File: src/rtl/seg_pkg.sv
// seg_pkg: shared definitions for the 7-segment digit scanner.
//   - scan FSM state encodings (DEAD = all digits off, SHOW = one digit lit)
//   - default timing constants
//   - onehot() helper that turns a digit index into a one-hot enable vector
package seg_pkg;

  localparam logic [0:0] S_DEAD = 1'b0;
  localparam logic [0:0] S_SHOW = 1'b1;

  typedef enum logic [0:0] {
    DEAD = S_DEAD,
    SHOW = S_SHOW
  } seg_state_e;

  localparam int DEFAULT_DEAD_CYCLES   = 8;
  localparam int DEFAULT_PRESCALE_BITS = 16;

  // One-hot vector wide enough for any realistic digit count; callers
  // truncate the result to their own digit width.
  function automatic logic [31:0] onehot(input logic [31:0] idx);
    logic [31:0] v;
    v = '0;
    if (idx < 32'd32) v[idx[4:0]] = 1'b1;
    return v;
  endfunction

endpackage

File: src/rtl/seg_tick_gen.sv
// seg_tick_gen: free-running prescaler producing a one-clock tick every
// 2^PRESCALE_BITS clocks.
// Ports:
//   i_clk   - system clock
//   i_reset - asynchronous, active-high reset (counter returns to 0)
//   o_tick  - high for one clock while the counter sits at all-ones
module seg_tick_gen #(
  parameter int PRESCALE_BITS = 16
) (
  input  logic i_clk,
  input  logic i_reset,
  output logic o_tick
);

  logic [PRESCALE_BITS-1:0] cnt_q;
  logic [PRESCALE_BITS-1:0] cnt_d;

  // Plain binary increment; all-ones wraps to zero on its own.
  always_comb begin
    cnt_d = cnt_q + PRESCALE_BITS'(1);
  end

  always_ff @(posedge i_clk or posedge i_reset) begin
    if (i_reset) cnt_q <= '0;
    else         cnt_q <= cnt_d;
  end

  assign o_tick = &cnt_q;

endmodule

File: src/rtl/seg_digit_scanner.sv
// seg_digit_scanner: multiplexed driver for an NDIGITS 7-segment display.
// A value loaded with i_load is held in a pending register and copied into
// the displayed shadow register only at a frame boundary, so a frame never
// mixes digits from two values. Each digit slot starts with a dead-time gap
// (all commons off) to avoid ghosting, then shows the digit until the next
// prescaler tick.
// Ports:
//   i_clk, i_reset - clock, asynchronous active-high reset
//   i_value        - packed nibbles, nibble k = digit k (digit 0 = LSD)
//   i_load         - one-clock strobe capturing i_value
//   i_hex          - hex/decimal glyph select, registered onto o_hex
//   i_blank_lz     - leading-zero blanking enable (sampled live)
//   o_nibble       - shadow nibble of the current digit index
//   o_hex          - registered i_hex
//   o_digit_en     - one-hot digit enable, zero during dead time / blanking
//   o_frame        - one-clock pulse after the scan wraps to digit 0
//   o_dbg_state    - current scan FSM state (S_DEAD / S_SHOW)
// Valid/ready: there is no back-pressure; i_load is a fire-and-forget strobe
// accepted on every clock it is high, the last one in a frame winning.
module seg_digit_scanner
  import seg_pkg::*;
#(
  parameter int NDIGITS       = 4,
  parameter int PRESCALE_BITS = DEFAULT_PRESCALE_BITS,
  parameter int DEAD_CYCLES   = DEFAULT_DEAD_CYCLES
) (
  input  logic                 i_clk,
  input  logic                 i_reset,
  input  logic [4*NDIGITS-1:0] i_value,
  input  logic                 i_load,
  input  logic                 i_hex,
  input  logic                 i_blank_lz,
  output logic [3:0]           o_nibble,
  output logic                 o_hex,
  output logic [NDIGITS-1:0]   o_digit_en,
  output logic                 o_frame,
  output logic [0:0]           o_dbg_state
);

  localparam int IDX_W  = $clog2(NDIGITS);
  localparam int DEAD_W = (DEAD_CYCLES > 1) ? $clog2(DEAD_CYCLES) : 1;
  localparam logic [DEAD_W-1:0] DEAD_LAST =
    DEAD_W'((DEAD_CYCLES > 0) ? DEAD_CYCLES - 1 : 0);
  localparam logic [IDX_W-1:0] IDX_LAST = IDX_W'(NDIGITS - 1);
  // With no dead time a tick goes straight to showing the next digit.
  localparam logic [0:0] AFTER_TICK = (DEAD_CYCLES == 0) ? S_SHOW : S_DEAD;

  logic tick;

  seg_tick_gen #(.PRESCALE_BITS(PRESCALE_BITS)) u_tick (
    .i_clk   (i_clk),
    .i_reset (i_reset),
    .o_tick  (tick)
  );

  logic [IDX_W-1:0]     index_q,     index_d;
  logic [0:0]           state_q,     state_d;
  logic [DEAD_W-1:0]    deadcnt_q,   deadcnt_d;
  logic [4*NDIGITS-1:0] shadow_q,    shadow_d;
  logic [4*NDIGITS-1:0] pending_q,   pending_d;
  logic                 pend_flag_q, pend_flag_d;
  logic [3:0]           nibble_q,    nibble_d;
  logic                 hex_q,       hex_d;
  logic [NDIGITS-1:0]   digit_en_q,  digit_en_d;
  logic                 frame_q,     frame_d;

  logic boundary;
  logic blank_cur;

  assign boundary = tick && (index_q == IDX_LAST);

  // Scan FSM, index and value registers.
  always_comb begin
    index_d     = index_q;
    state_d     = state_q;
    deadcnt_d   = deadcnt_q;
    shadow_d    = shadow_q;
    pending_d   = pending_q;
    pend_flag_d = pend_flag_q;

    if (tick) begin
      index_d   = boundary ? '0 : index_q + IDX_W'(1);
      state_d   = AFTER_TICK;
      deadcnt_d = '0;
    end else if (state_q == S_DEAD) begin
      if ((DEAD_CYCLES == 0) || (deadcnt_q == DEAD_LAST)) begin
        state_d   = S_SHOW;
        deadcnt_d = '0;
      end else begin
        deadcnt_d = deadcnt_q + DEAD_W'(1);
      end
    end

    if (i_load) begin
      pending_d   = i_value;
      pend_flag_d = 1'b1;
    end

    // A load landing on the boundary itself bypasses the pending register.
    if (boundary) begin
      shadow_d    = i_load ? i_value : (pend_flag_q ? pending_q : shadow_q);
      pend_flag_d = 1'b0;
    end
  end

  // Output stage: decoded from the current (pre-edge) state and index.
  always_comb begin
    nibble_d = '0;
    for (int k = 0; k < NDIGITS; k++) begin
      if (index_q == IDX_W'(k)) nibble_d = shadow_q[4*k +: 4];
    end

    // Digit index_q is blank when it and every more significant nibble are 0.
    blank_cur = 1'b0;
    if (i_blank_lz && (index_q != '0)) begin
      blank_cur = 1'b1;
      for (int k = 0; k < NDIGITS; k++) begin
        if ((IDX_W'(k) >= index_q) && (shadow_q[4*k +: 4] != 4'd0)) begin
          blank_cur = 1'b0;
        end
      end
    end

    digit_en_d = '0;
    if ((state_q == S_SHOW) && !blank_cur) begin
      digit_en_d = NDIGITS'(onehot(32'(index_q)));
    end

    frame_d = boundary;
    hex_d   = i_hex;
  end

  always_ff @(posedge i_clk or posedge i_reset) begin
    if (i_reset) begin
      index_q     <= '0;
      state_q     <= S_DEAD;
      deadcnt_q   <= '0;
      shadow_q    <= '0;
      pending_q   <= '0;
      pend_flag_q <= 1'b0;
      nibble_q    <= '0;
      hex_q       <= 1'b0;
      digit_en_q  <= '0;
      frame_q     <= 1'b0;
    end else begin
      index_q     <= index_d;
      state_q     <= state_d;
      deadcnt_q   <= deadcnt_d;
      shadow_q    <= shadow_d;
      pending_q   <= pending_d;
      pend_flag_q <= pend_flag_d;
      nibble_q    <= nibble_d;
      hex_q       <= hex_d;
      digit_en_q  <= digit_en_d;
      frame_q     <= frame_d;
    end
  end

  assign o_nibble    = nibble_q;
  assign o_hex       = hex_q;
  assign o_digit_en  = digit_en_q;
  assign o_frame     = frame_q;
  assign o_dbg_state = state_q;

endmodule

File: config.mk
export PLATFORM = sky130hd
export DESIGN_NAME = seg_digit_scanner
export DESIGN_NICKNAME = d
export VERILOG_FILES = /design/src/rtl/seg_pkg.sv /design/src/rtl/seg_tick_gen.sv /design/src/rtl/seg_digit_scanner.sv
export SDC_FILE = /design/constraint.sdc
export NUM_CORES = 1
export LEC_CHECK = 0
export CORE_ASPECT_RATIO = 0.7
export CORE_MARGIN = 3
export CORE_UTILIZATION = 55
export DETAILED_ROUTE_END_ITERATION = 12
export GPL_TIMING_DRIVEN = 0
export PLACE_DENSITY = 0.76
export SYNTH_ARGS = -nofsm -noshare
export SYNTH_HDL_FRONTEND = slang
export SYNTH_SLANG_ARGS = --single-unit
export TNS_END_PERCENT = 10
File: constraint.sdc
create_clock -name i_clk -period 2.4 [get_ports i_clk]
set_input_delay 0.48 -clock i_clk [delete_from_list [all_inputs] [get_ports i_clk]]
set_output_delay 0.48 -clock i_clk [all_outputs]
set_load 0.05 [all_outputs]
# Word-level counts from Yosys, hierarchy flattened
# Cells that the tools add are included.
[word_totals] ff_bits=65 inputBits=21 output_inout_bits=11 elab_cells=67
[classes] add_sub_neg=3 n_lt_le_gt_ge=6 n_eq_ne=5 muxes=23 n_reduce_logical=19
[ops] operator="16-bit two-way mux" count=2
[ops] operator="4-bit two-way mux" count=5
[ops] operator="16-bit by 1-bit adder with 16-bit output (second input constant)" count=1
[ops] operator="16-bit AND reduction" count=1
[ops] operator="4-bit nonzero test" count=4
[ops] operator="1-bit two-way mux" count=11
[ops] operator="3-bit two-way mux" count=3
[ops] operator="1-bit logical AND" count=8
[ops] operator="2-bit by 6-bit less-than comparator with 1-bit output (second input constant)" count=1
[ops] operator="2-bit nonzero test" count=3
[ops] operator="2-bit == test (second input constant)" count=2
[ops] operator="1-bit by 2-bit greater-or-equal comparator with 1-bit output (first input constant)" count=2
[ops] operator="2-bit greater-or-equal comparator (first input constant)" count=2
[ops] operator="3-bit by 1-bit adder with 3-bit output (second input constant)" count=1
[ops] operator="3-bit == test (second input constant)" count=1
[ops] operator="2-bit by 1-bit adder with 2-bit output (second input constant)" count=1
[ops] operator="1-bit demux with 2-bit select" count=1
[ops] operator="2-bit by 1-bit == test with 1-bit output (second input constant)" count=1
[ops] operator="2-bit by 1-bit greater-or-equal comparator with 1-bit output (second input constant)" count=1
[ops] operator="2-bit logical NOT" count=1
[ops] operator="2-bit two-way mux" count=1
[ops] operator="2-bit != test (second input constant)" count=1
[ops] operator="2-bit AND reduction" count=1
[ops] operator="1-bit logical NOT" count=1

# Depth between registers and ports, before layout
[depth] word_depth=10 mapped_depth=6 mapped_depth_nobuf=6

# Modules after synthesis
# Synthesis repeated with hierarchy kept, for this count alone.
[hier_totals] cells_unflattened=216 hier_area_um2=2772.7
[by_module_without_submodules] mod="seg_digit_scanner" instances=1 cells_per_inst=155 area_per_inst_um2=2080.7 seq_area_each_um2=1226.2
[by_module_without_submodules] mod="seg_tick_gen" instances=1 cells_per_inst=61 area_per_inst_um2=691.9 seq_area_each_um2=400.4

# Worst setup path after synthesis
# No wires, ideal clock.
[synth_timing] path_type="input -> register" start="in i_load" end="reg shadow_q[2]" setup_time_ns=0.125 t_arrival_ns=1.603 required_time_ns=2.275 path_slack_ns=0.671 path_stages=4 path_cell_list="clkbuf_1 -> buf_2 -> mux2_2 -> mux2_4"
[synth_via] elab_chain_len=2 elab_cells_between_ends=3 cone_classes="mux: 1; reduce/logical: 2"
[synth_rtl] element="start: declaration" line_no="seg_digit_scanner.sv:30" rtl="input logic i_load,"
[synth_rtl] element="2-bit nonzero test (no line)"
[synth_rtl] element="2-bit AND reduction (no line)"
[synth_rtl] element="end signal: assignment" line_no="seg_digit_scanner.sv:149" rtl="shadow_q <= shadow_d;"
[synth_rtl] element="end: declaration" line_no="seg_digit_scanner.sv:59" rtl="logic [4*NDIGITS-1:0] shadow_q, shadow_d;"
# Several ways; a longest one is shown, not always the timed one.
# A chain may end at the register's enable or synchronous reset.

# Final worst setup path
[layout_timing] start="reg digit_en_q[0], in the netlist o_digit_en[0]" end="out o_digit_en[0]"
[layout_rtl] element="start: declaration" line_no="seg_digit_scanner.sv:64" rtl="logic [NDIGITS-1:0] digit_en_q, digit_en_d;"
[layout_rtl] element="start signal: assignment" line_no="seg_digit_scanner.sv:154" rtl="digit_en_q <= digit_en_d;"
[layout_rtl] element="end: declaration" line_no="seg_digit_scanner.sv:35" rtl="output logic [NDIGITS-1:0] o_digit_en,"
# No word-level cell between the ends.

==> metrics.txt <==
status complete, no violations; commonest non-fill, non-tap cell in the layout dfrtp_1; measured slew at the worst slew-check pin between 800 and 900 ps; via count between 1.5k and 2k; post-CTS setup buffers 0; Max-slew headroom a little under half; Slowest-stage cell, CP clkdlybuf4s50_1; Multi-input gate area approximately 1000 sq um; I/O pin count 32; Std-Cell Rows 20; die area between 5000 and 6000 sq um; sw power approximately 0.00043 W; Starting Density between 60% and 70%; final hold vios 0; Logic pwr share roughly 5.0%; register area share after synthesis a little under 60%; worst min-delay path class in2async; Clock Latency Late Sink around 330 ps; Max Clock Skew between 7 and 8 ps; Worst VDD drop ~0.48 mV; area grow syn2layout 21.9%; share of the synthesized area in the top cell type ~60%; Internal 0.00171 W; gr ovfl total 0; RSZ-0062 raised after global routing no; Async SR Flop Fraction 100%; power share of the sequential group 52.8%; Finished Core Util between 70 and 80%; CTS tree yes; initial antenna violation count 0; estimated wirelength of the detail-placed design ~3.4 mm; Unique masters post-synth 31; CP Capture Type output port; largest cells by area after synthesis dfrtp_1, mux2_2, mux2_4, ha_1, xnor2_1; commonest non-fill, non-tap cells in the layout dfrtp_1, clkdlybuf4s50_1, mux2_2; die height roughly 65 microns; drt first pass iters 4; delay-heaviest family, CP buffers and inverters; syn_area_per_cell about 14 sq um; Lkg Pwr between 1.5 and 2 nW; DRC viols 0; Core Box Area ~4600 sq um; CP cell instances clkdlybuf4s50_1; Die Wd 90.2 microns; Fmax achieved 513 MHz; via/cell ratio approximately 5; number of synthesized register bits 65; Worst Path Arrival ~1500 ps; layout cells sized above 1 between 20% and 30%; Synth area leader dfrtp_1; number of enable flip-flop cells after synthesis 0; Antenna Cells 0; # setup viols final 0; cell area power density 643 nW/um^2; post-route clock period utilization roughly four fifths; CTS Buf Count 9; Req. time, crit path 1920 ps; CP Buf/Inv Count 1; first-pass GRT wire length roughly 8.0 mm; Syn Inst Count roughly 200; Cell Area, Synth roughly 2700 sq um; Placer Congestion around 0.88; drt initial violations 60; Hold-fix buffers, CTS 0; vias in the first global route 1676; crit path time final 1950 ps; Worst path max stage delay about 800 ps; total negative setup slack 0 ps; fin nets between 200 and 300; Clock Sinks 65; crit path kind reg2out; Reg clk slew, reported paths ~60 ps; Syn Nets 230; Max-cap violations 0; startpoint types register; deepest clock path buffer count 2; Final ANT Viol Nets 0; Pins Over Slew Limit 0; synth warn 0; Net Sw Frac between 20% and 30%; storage element area between 1500 and 2000 sq um; H-tree lvl count 3; WL per Instance about 15 microns; crit path max fanout 1; largest net degree at the start of global routing 48; root buf cell clkbuf_8; Top FF cell, synth dfrtp_1; GRT Total Usage about 18%; filler instances 299; Port Buffers 30; post-CTS sizing 0; final wirelength between 4 and 5 mm; Clk pwr share 42.2%
sequential cells by signal (all words and copies together), names as in the netlist:
signal,flops
index_q,2
shadow_q,16
deadcnt_q,3
o_dbg_state,1
u_tick.cnt_q,16
o_hex,1
pend_flag_q,1
o_frame,1
pending_q,16
o_nibble,4
o_digit_en,4
synthesized netlist by cell type (2+ instances only):
cell and count:
a21oi_1 3, a221oi_1 4, and3_1 3, and4_1 2, clkbuf_1 3, dfrtp_1 65, ha_1 8, inv_1 8
mux2_2 22, mux2_4 10, mux2i_1 2, nand2_1 7, nand3_1 8, nand4_1 2, nor2_1 17, nor3_1 3
nor4_1 3, o21ai_0 3, o31ai_1 4, xnor2_1 9, xor2_1 5
layout make-up:
cell class	instances	area share [%]
plain buffers	5	0.826
clock inverters	3	1.20
clock buffers	12	4.66
multi-input cells	123	31.5
flip-flops and latches	65	48.8
repair buffers	31	9.62
well taps	66	2.48
inverters	8	0.902
power groups by stage:
stage          combinational (W)  clock [W]  sequential (W)
2_1_floorplan          0.0000548          0         0.00115
3_3_place_gp           0.0000989          0         0.00115
3_5_place_dp            0.000108          0         0.00115
4_1_cts                 0.000109   0.000934         0.00113
5_1_grt                 0.000118   0.000989         0.00113
6_report                0.000106   0.000904         0.00113
stage by stage:
| stage | total power [W] | instance area [sq um] | instances | setup slack [ps] | hold WS [ps] |
|---|---|---|---|---|---|
| 5_1_grt | 0.00224 | 3330 | 313 | 396 | 489 |
| 4_1_cts | 0.00217 | 3330 | 313 | 418 | 461 |
| 3_3_place_gp | 0.00125 | 3120 | 297 | -557 | 460 |
| 6_report | 0.00214 | 3330 | 313 | 450 | 466 |
| 3_5_place_dp | 0.00126 | 3140 | 298 | 474 | 467 |
| 2_1_floorplan | 0.00121 | 2730 | 201 | 294 | 437 |
path summary, 6_finish.rpt:
check,startpoint,end,slack [ps],depth (start not counted)
min in group i_clk,u_tick.cnt_q[0],u_tick.cnt_q[0],480,1
max reg2reg,u_tick.cnt_q[0],shadow_q[2],570,6
max in group asynchronous,i_reset,index_q[1],1360,3
min,i_reset,u_tick.cnt_q[1],470,2
min reg2reg,u_tick.cnt_q[0],u_tick.cnt_q[0],480,1
max,o_digit_en[0],o_digit_en[0],450,1
cell families (layout without fill, tap and decap cells):
kind of cell | Yosys count | after routing | share of synthesized area, %
AND/OR/NAND/NOR | 52 | 52 | 11.1
multiplexers | 34 | 34 | 15.3
XOR/XNOR | 14 | 14 | 4.49
flip-flops | 65 | 65 | 59.5
AO/OA/AOI/OAI | 15 | 15 | 3.80
adder cells (fa/ha/maj) | 8 | 8 | 3.66
buffers and inverters | 13 | 59 | 2.11
per-layer routing:
layer  wire [microns]  part of all wire (%)  up-vias  track usage [%]
met5                0                     0        -                0
met4               77                   1.7        0             9.16
met3              237                   5.1        7             7.08
met2             1920                    41       38             25.0
met1             2400                    52      778             25.3
li1                 -                     -      785                -
No activity file was read; power rests on OpenSTA's default activity.
